==> src/rtl/mem_pkg.sv <==
// Shared FSM state type and abort data pattern for the RAM arbiter.
package mem_pkg;

  typedef enum logic [1:0] {
    IDLE    = 2'd0,
    GRANT_I = 2'd1,
    GRANT_D = 2'd2
  } arb_state_e;

  localparam logic [31:0] ABORT_DATA = 32'hDEADBEEF;

endpackage

==> src/rtl/mem_arbiter.sv <==
// Shares one single-port RAM between an instruction-fetch port and a data port.
// Define MEM_ARB_TIMEOUT_EN to abort grants that stay busy for WAIT_LIMIT cycles.
module mem_arbiter
  import mem_pkg::*;
#(
  parameter int ADDR_W     = 32,
  parameter int DATA_W     = 32,
  parameter int WAIT_LIMIT = 255
) (
  input  logic              clk,
  input  logic              rst,
  input  logic              i_req,
  input  logic [ADDR_W-1:0] i_addr,
  output logic [DATA_W-1:0] i_rdata,
  output logic              i_ready,
  input  logic              d_read,
  input  logic              d_write,
  input  logic [ADDR_W-1:0] d_addr,
  input  logic [DATA_W-1:0] d_wdata,
  output logic [DATA_W-1:0] d_rdata,
  output logic              d_ready,
  output logic              ram_ren,
  output logic              ram_wen,
  output logic [ADDR_W-1:0] ram_addr,
  output logic [DATA_W-1:0] ram_store,
  input  logic [DATA_W-1:0] ram_load,
  input  logic              ram_busy,
  output logic              err
);

  localparam logic [DATA_W-1:0] ABORT_WORD = DATA_W'(ABORT_DATA);

  arb_state_e        state_q;
  logic              prev_d_q;
  logic              ram_ren_q;
  logic              ram_wen_q;
  logic [ADDR_W-1:0] ram_addr_q;
  logic [DATA_W-1:0] ram_store_q;
  logic [DATA_W-1:0] i_rdata_q;
  logic [DATA_W-1:0] d_rdata_q;
  logic              i_ready_q;
  logic              d_ready_q;

  logic              d_req;
  logic              take_i;
  logic              timeout;

  assign d_req  = d_read | d_write;
  // Data normally wins; a fetch waiting behind a data grant gets the next slot.
  assign take_i = i_req & (~d_req | prev_d_q);

`ifdef MEM_ARB_TIMEOUT_EN
  localparam int CNT_W = (WAIT_LIMIT > 1) ? $clog2(WAIT_LIMIT) : 1;
  localparam logic [CNT_W-1:0] CNT_LAST = CNT_W'(WAIT_LIMIT - 1);

  logic [CNT_W-1:0] cnt_q;
  logic             err_q;

  // Fires in the WAIT_LIMIT-th consecutive busy cycle of a grant.
  assign timeout = (state_q != IDLE) && ram_busy && (cnt_q == CNT_LAST);

  always_ff @(posedge clk) begin
    if (rst || state_q == IDLE) begin
      cnt_q <= '0;
    end else if (ram_busy) begin
      cnt_q <= cnt_q + 1'b1;
    end
  end

  always_ff @(posedge clk) begin
    if (rst) begin
      err_q <= 1'b0;
    end else if (timeout) begin
      err_q <= 1'b1;
    end
  end

  assign err = err_q;
`else
  logic [31:0] unused_wait_limit;

  assign unused_wait_limit = 32'(WAIT_LIMIT);
  assign timeout           = 1'b0;
  assign err               = 1'b0;
`endif

  // NOTE: all state uses non-blocking assignments so every register samples
  // pre-edge values regardless of statement order inside the block.
  always_ff @(posedge clk) begin
    if (rst) begin
      state_q     <= IDLE;
      prev_d_q    <= 1'b0;
      ram_ren_q   <= 1'b0;
      ram_wen_q   <= 1'b0;
      ram_addr_q  <= '0;
      ram_store_q <= '0;
      i_rdata_q   <= '0;
      d_rdata_q   <= '0;
      i_ready_q   <= 1'b0;
      d_ready_q   <= 1'b0;
    end else begin
      i_ready_q <= 1'b0;
      d_ready_q <= 1'b0;
      unique case (state_q)
        IDLE: begin
          if (take_i) begin
            state_q     <= GRANT_I;
            prev_d_q    <= 1'b0;
            ram_ren_q   <= 1'b1;
            ram_wen_q   <= 1'b0;
            ram_addr_q  <= i_addr;
            ram_store_q <= '0;
          end else if (d_req) begin
            state_q     <= GRANT_D;
            prev_d_q    <= 1'b1;
            ram_ren_q   <= ~d_write;
            ram_wen_q   <= d_write;
            ram_addr_q  <= d_addr;
            ram_store_q <= d_wdata;
          end
        end
        GRANT_I, GRANT_D: begin
          if (!ram_busy || timeout) begin
            state_q   <= IDLE;
            ram_ren_q <= 1'b0;
            ram_wen_q <= 1'b0;
            if (state_q == GRANT_I) begin
              i_ready_q <= 1'b1;
              i_rdata_q <= timeout ? ABORT_WORD : ram_load;
            end else begin
              d_ready_q <= 1'b1;
              if (timeout) begin
                d_rdata_q <= ABORT_WORD;
              end else if (ram_ren_q) begin
                d_rdata_q <= ram_load;
              end
            end
          end
        end
        default: begin
          state_q   <= IDLE;
          ram_ren_q <= 1'b0;
          ram_wen_q <= 1'b0;
        end
      endcase
    end
  end

  assign i_rdata   = i_rdata_q;
  assign i_ready   = i_ready_q;
  assign d_rdata   = d_rdata_q;
  assign d_ready   = d_ready_q;
  assign ram_ren   = ram_ren_q;
  assign ram_wen   = ram_wen_q;
  assign ram_addr  = ram_addr_q;
  assign ram_store = ram_store_q;

endmodule
==> config.mk <==
export PLATFORM = sky130hd
export DESIGN_NAME = mem_arbiter
export DESIGN_NICKNAME = d
export VERILOG_FILES = /design/src/rtl/mem_pkg.sv /design/src/rtl/mem_arbiter.sv
export SDC_FILE = /design/constraint.sdc
export NUM_CORES = 1
export LEC_CHECK = 0
export CAP_MARGIN = 20
export CORE_MARGIN = 8
export CORE_UTILIZATION = 39
export DETAILED_ROUTE_END_ITERATION = 12
export PLACE_DENSITY = 0.8
export SKIP_LAST_GASP = 1
export SLEW_MARGIN = 20
export SYNTH_ARGS = -nofsm -noshare
export SYNTH_HDL_FRONTEND = slang
export SYNTH_SLANG_ARGS = --single-unit
==> constraint.sdc <==
create_clock -name clk -period 1.69 [get_ports clk]
set_input_delay 0.338 -clock clk [delete_from_list [all_inputs] [get_ports clk]]
set_output_delay 0.338 -clock clk [all_outputs]
set_load 0.05 [all_outputs]
# Yosys cells after proc, flatten, opt, wreduce, memory -nomap -nowiden
# Cells that the tools add are included.
[word_totals] in_bits=134 register_bits=135 out_inout_bits=133 wordCells=49
[classes] eq_ne=4 bitwise_logic=8 reduce_logical=8 mux=19
[ops] cell="2-to-1 mux 32 bit" count=4
[ops] cell="2-to-1 mux 1 bit" count=9
[ops] cell="2-to-1 mux 2 bit" count=3
[ops] cell="NOT 1 bit" count=5
[ops] cell="case mux 1 bit (2 select lines)" count=2
[ops] cell="case mux 2 bit (2 select lines)" count=1
[ops] cell="AND reduction 2 bit" count=2
[ops] cell="AND reduction 4 bit" count=1
[ops] cell="!= test 3 bit, second input constant" count=1
[ops] cell="AND reduction 3 bit" count=1
[ops] cell="OR reduction 3 bit" count=1
[ops] cell="== test 2 x 1 -> 1 bit, second input constant" count=1
[ops] cell="== test 2 bit, second input constant" count=1
[ops] cell="zero test 2 bit" count=1
[ops] cell="!= test 2 bit, second input constant" count=1
[ops] cell="bitwise OR 1 bit" count=2
[ops] cell="nonzero test 2 bit" count=1
[ops] cell="OR reduction 2 bit" count=1
[ops] cell="bitwise AND 1 bit" count=1

# Depth between registers and ports, before layout
[logic_depth] depth_word=6 depth_mapped=7 depth_no_buf=5

# Worst setup path before layout
# No wires, ideal clock.
[synth_timing] path_type="register to register" startpoint="register ram_ren_q, in the netlist ram_ren" endpoint="register d_rdata_q[1], in the netlist d_rdata[1]" period_less_slack_ps=1560 stages_incl_launch_ff=6 path_buffers=2 setup_time_ps=70 arrival_time_ps=1490 required_ps=1620 slack_ps=130 cell_sequence="dfxtp_1 > nor4bb_1 > clkbuf_1 > buf_6 > nand2_1 > a21oi_1"
[synth_between] elab_chain_len=1
[synth_lines] element="start, declared" line="mem_arbiter.sv:35" text="logic ram_ren_q;"
[synth_lines] element="start signal, assigned" line="mem_arbiter.sv:116" text="ram_ren_q <= ~d_write;"
[synth_lines] element="AND reduction 4 bit (no source line)"
[synth_lines] element="end signal, assigned" line="mem_arbiter.sv:135" text="d_rdata_q <= ram_load;"
[synth_lines] element="end, declared" line="mem_arbiter.sv:40" text="logic [DATA_W-1:0] d_rdata_q;"
# Every way passes these cells.
# A chain may end at the register's enable or synchronous reset.

# Final worst setup path
[layout_timing] startpoint="register state_q[1]" endpoint="register d_rdata_q[18], in the netlist d_rdata[18]"
[layout_between] elab_chain_len=3 word_cells_on_any_way=5 cone_classes="eq/ne: 2; bitwise: 1; reduce/logical: 2"
[layout_lines] element="start, declared" line="mem_arbiter.sv:33" text="arb_state_e state_q;"
[layout_lines] element="start signal, assigned" line="mem_arbiter.sv:91" text="state_q <= IDLE;"
[layout_lines] element="start signal, assigned" line="mem_arbiter.sv:107" text="state_q <= GRANT_I;"
[layout_lines] element="start signal, assigned" line="mem_arbiter.sv:114" text="state_q <= GRANT_D;"
[layout_lines] element="== test 2 x 1 -> 1 bit or == test 2 bit (tied branches)" line="mem_arbiter.sv:104, mem_arbiter.sv:127"
[layout_lines] element="OR reduction 2 bit or NOT 1 bit (tied branches)"
[layout_lines] element="AND reduction 4 bit (no source line) *"
# Mark *: on every way between the ends. The rest lies on a longest branch, timed or not.

==> out/qor.csv <==
stage,metric,value,unit
synth,synth_fp_nets,677,
worst_setup_path,critPathMaxStageDelay,0.32,ns
sta,fin_crit,1.62,ns
power,ir_worst_vdd,0.618,mV
routing,drt-total-wl,18.0,mm
global_routing,grt_pass1_wl,27.1,mm
synth,synth_cell_types,34,
finish,syn_to_final_growth,67.2,%
clock_tree,cts.reportedPaths.clkPinSlew,0.05,ns
synth,ys_seq_area_share,53.8,%
worst_setup_path,cp-start-kind,register,
sta,fmax,0.618,GHz
floorplanning,initial_core_util,39.8,%
worst_setup_path,critPathSlowestCell,dfxtp_1,
worst_setup_path,cp-end-kind,register,
sta,skew,0.00820,ns
routing,postRouteAntennaNets,0,
sta,hold_violations,0,
clock_tree,clock_tree.buffer_depth,2,
floorplanning,dieWidth,129,um
power,power_density,1240,mW/mm^2
clock_tree,htree_levels,4,
synth,synth_area_per_cell,9.28,um^2
finish,nets,953,
flow_run,cap_violations,0,
worst_setup_path,crit_fanout,22,
place,dpl.hpwl,12.6,mm
sta,worst_slack,0.0708,ns
floorplanning,die_h,129,um
sta,rsz0062_at_grt,true,
floorplanning,io_pins,267,
worst_setup_path,cp.required,2.02,ns
clock_tree,cts.sinks,135,
clock_tree,worstSkewPairLatency,0.41,ns
finish,drive_gt1_share,26.1,%
floorplanning,dieArea,0.0168,mm^2
power,power.leakage,3.49,nW
worst_setup_path,cp_data_arrival_time,1.95,ns
run_status,outcome,completed,
power,total_power,10.4,mW
global_routing,grt_pass1_vias,5418,
synth,ys_warn_count,0,
worst_setup_path,crit_path_frequent_cell,buf_4,
clock_tree,cts-buffers-inserted,17,
global_routing,grt_max_degree,105,
floorplanning,rows,41,
finish,stdcell_count,1002,
clock_tree,cts_root_buffer,clkbuf_16,
synth,synth-seq-cells,135,
routing,via_per_inst,5.10,
worst_setup_path,criticalPathCategory,reg2reg,
finish,diodes,0,
routing,num_vias,5109,
global_routing,antenna_found_initial,0,
synth,synth_cells,541,
routing,dr.pass1.iters,5,
floorplanning,core_area,0.0126,mm^2
sta,fin_crit_sh,95.8,%
sta,setup_viol,0,
hold_path,hp-class,reg2reg,
worst_setup_path,crit_chain,inv_1 -> buf_4 -> ha_2 -> nor4bb_4 -> buf_4 -> buf_12 -> nand2_1 -> a21oi_1,
global_routing,grt_usage,20.5,%
sta,drv_slew,0,
place,placedCellCount,957,
place,gp_congestion,0.812,
routing,drt-initial-drc-count,282,
routing,wl_per_cell,18.0,um
routing,drc,0,
clock_tree,cts_hold_buffers,0,
place,post-place-ws,-0.692,ns
synth,synthesis.area,0.00502,mm^2
clock_tree,cts_tree,yes,
place,numPortBuffers,265,
global_routing,grt_overflow,0,
==> cell families (layout without fill, tap and decap cells) <==
| group | after synthesis | after routing | share of synthesized area [%] |
|---|---|---|---|
| AO/OA/AOI/OAI | 175 | 175 | 24.7 |
| adder cells (fa/ha/maj) | 2 | 2 | 0.498 |
| buffers and inverters | 82 | 369 | 8.55 |
| flip-flops | 135 | 135 | 53.8 |
| other | 1 | 1 | 0.0747 |
| AND/OR/NAND/NOR | 146 | 148 | 12.3 |
==> final timing paths <==
check,start,to,slack [ns],depth (start not counted)
worst min-delay path,d_rdata[23],d_rdata[23],0.45,2
worst max register to register,state_q[1],d_rdata[18],0.07,8
worst min register to register,d_rdata[23],d_rdata[23],0.45,2
worst max-delay path,state_q[1],d_rdata[18],0.07,8
==> worst max-delay path: cells and delay by family, from the launching register on <==
kind	cells	cell delay, ns
buffers and inverters	4	0.54
DFF	1	0.32
AOI/OAI and AO/OA	1	0.14
and+or+nand+nor	2	0.33
adders and majority gates	1	0.20
==> synthesized netlist by cell type (all sizes together) <==
cell / number / area (um^2)
a211oi: 32 / 265
a21bo: 1 / 10.0
a21oi: 69 / 345
a22o: 32 / 280
a311oi: 1 / 8.76
and2: 1 / 6.26
buf: 38 / 264
clkbuf: 10 / 37.5
conb: 1 / 3.75
dfxtp: 135 / 2700
ha: 2 / 25.0
inv: 34 / 128
nand2: 131 / 492
nand2b: 1 / 6.26
nand3: 2 / 10.0
nand4: 1 / 6.26
nand4bb: 1 / 11.3
nor2: 2 / 23.8
nor2b: 1 / 6.26
nor3b: 1 / 12.5
nor4b: 2 / 17.5
nor4bb: 2 / 20.0
o21a: 1 / 7.51
o21ai: 5 / 25.0
o21ba: 1 / 10.0
o31a: 1 / 8.76
o32ai: 32 / 280
or3: 1 / 6.26
==> cell type report <==
class | count | area (um^2)
Timing Repair Buffer | 303 | 2770
Multi-Input combinational cell | 326 | 1960
Clock buffer | 24 | 492
Fill cell | 1024 | 4230
Clock inverter | 8 | 119
Sequential cell | 135 | 2700
Inverter | 34 | 128
Tap cell | 172 | 215
==> per-stage QoR <==
stage,instance area [um^2],TNS [ns],utilization (%),hold WS [ns]
floorplan,5020,0,-,0.414
global placement,7570,-25.85,60.0,0.442
detailed placement,7570,-32.33,60.0,0.448
CTS,8250,-0.00501,65.3,0.453
global route,8390,-0.252,66.5,0.477
finish,8390,0,66.5,0.453
==> power by group <==
group	leakage [nW]	switching, mW	internal [mW]
Sequential	1.10	0.162	3.47
Combinational	2.08	1.80	1.18
Clock	0.304	1.32	2.47
Total	3.49	3.28	7.12
==> registers in the layout (all words and copies together), names as in the netlist <==
name,count
state_q,2
prev_d_q,1
ram_store,32
ram_wen,1
i_rdata,32
i_ready,1
d_ready,1
ram_ren,1
ram_addr,32
d_rdata,32
==> cells in the final DEF, fill, tap and decap left out, types with 3 or more instances in the layout <==
| master | synthesis | layout |
|---|---|---|
| clkbuf_16 | 0 | 19 |
| a211oi_1 | 27 | 27 |
| buf_4 | 3 | 155 |
| clkbuf_1 | 10 | 3 |
| dfxtp_1 | 135 | 135 |
| clkbuf_8 | 0 | 4 |
| buf_12 | 0 | 10 |
| a21oi_1 | 69 | 68 |
| o21ai_0 | 4 | 4 |
| bufinv_16 | 0 | 3 |
| nand2_1 | 131 | 131 |
| o32ai_1 | 32 | 32 |
| inv_1 | 34 | 34 |
| a22o_1 | 32 | 32 |
| clkdlybuf4s50_1 | 0 | 132 |
| buf_6 | 12 | 3 |
| clkinv_2 | 0 | 4 |
| a211oi_2 | 5 | 5 |
==> layer usage <==
metal  share of wire (%)  vias to the layer above  routed length (um)  track usage, %
met2                  51                      220                9190            36.2
met1                  39                     2412                6970            21.4
li1                    -                     2448                   -               -
met5                   0                        -                   0               0
met3                 8.0                       29                1450            6.98
met4                 2.2                        0                 390            10.1
==> what timing repair did <==
action | CTS | global route
hold endpoints to repair | 0 | 0
setup buffers | 4 | 4
endpoints found under the setup margin | 35 | 89
resized for setup | 2 | 9
gates cloned | 1 | 4
pin swaps | 2 | 8
(Power assumes the default switching activity.)
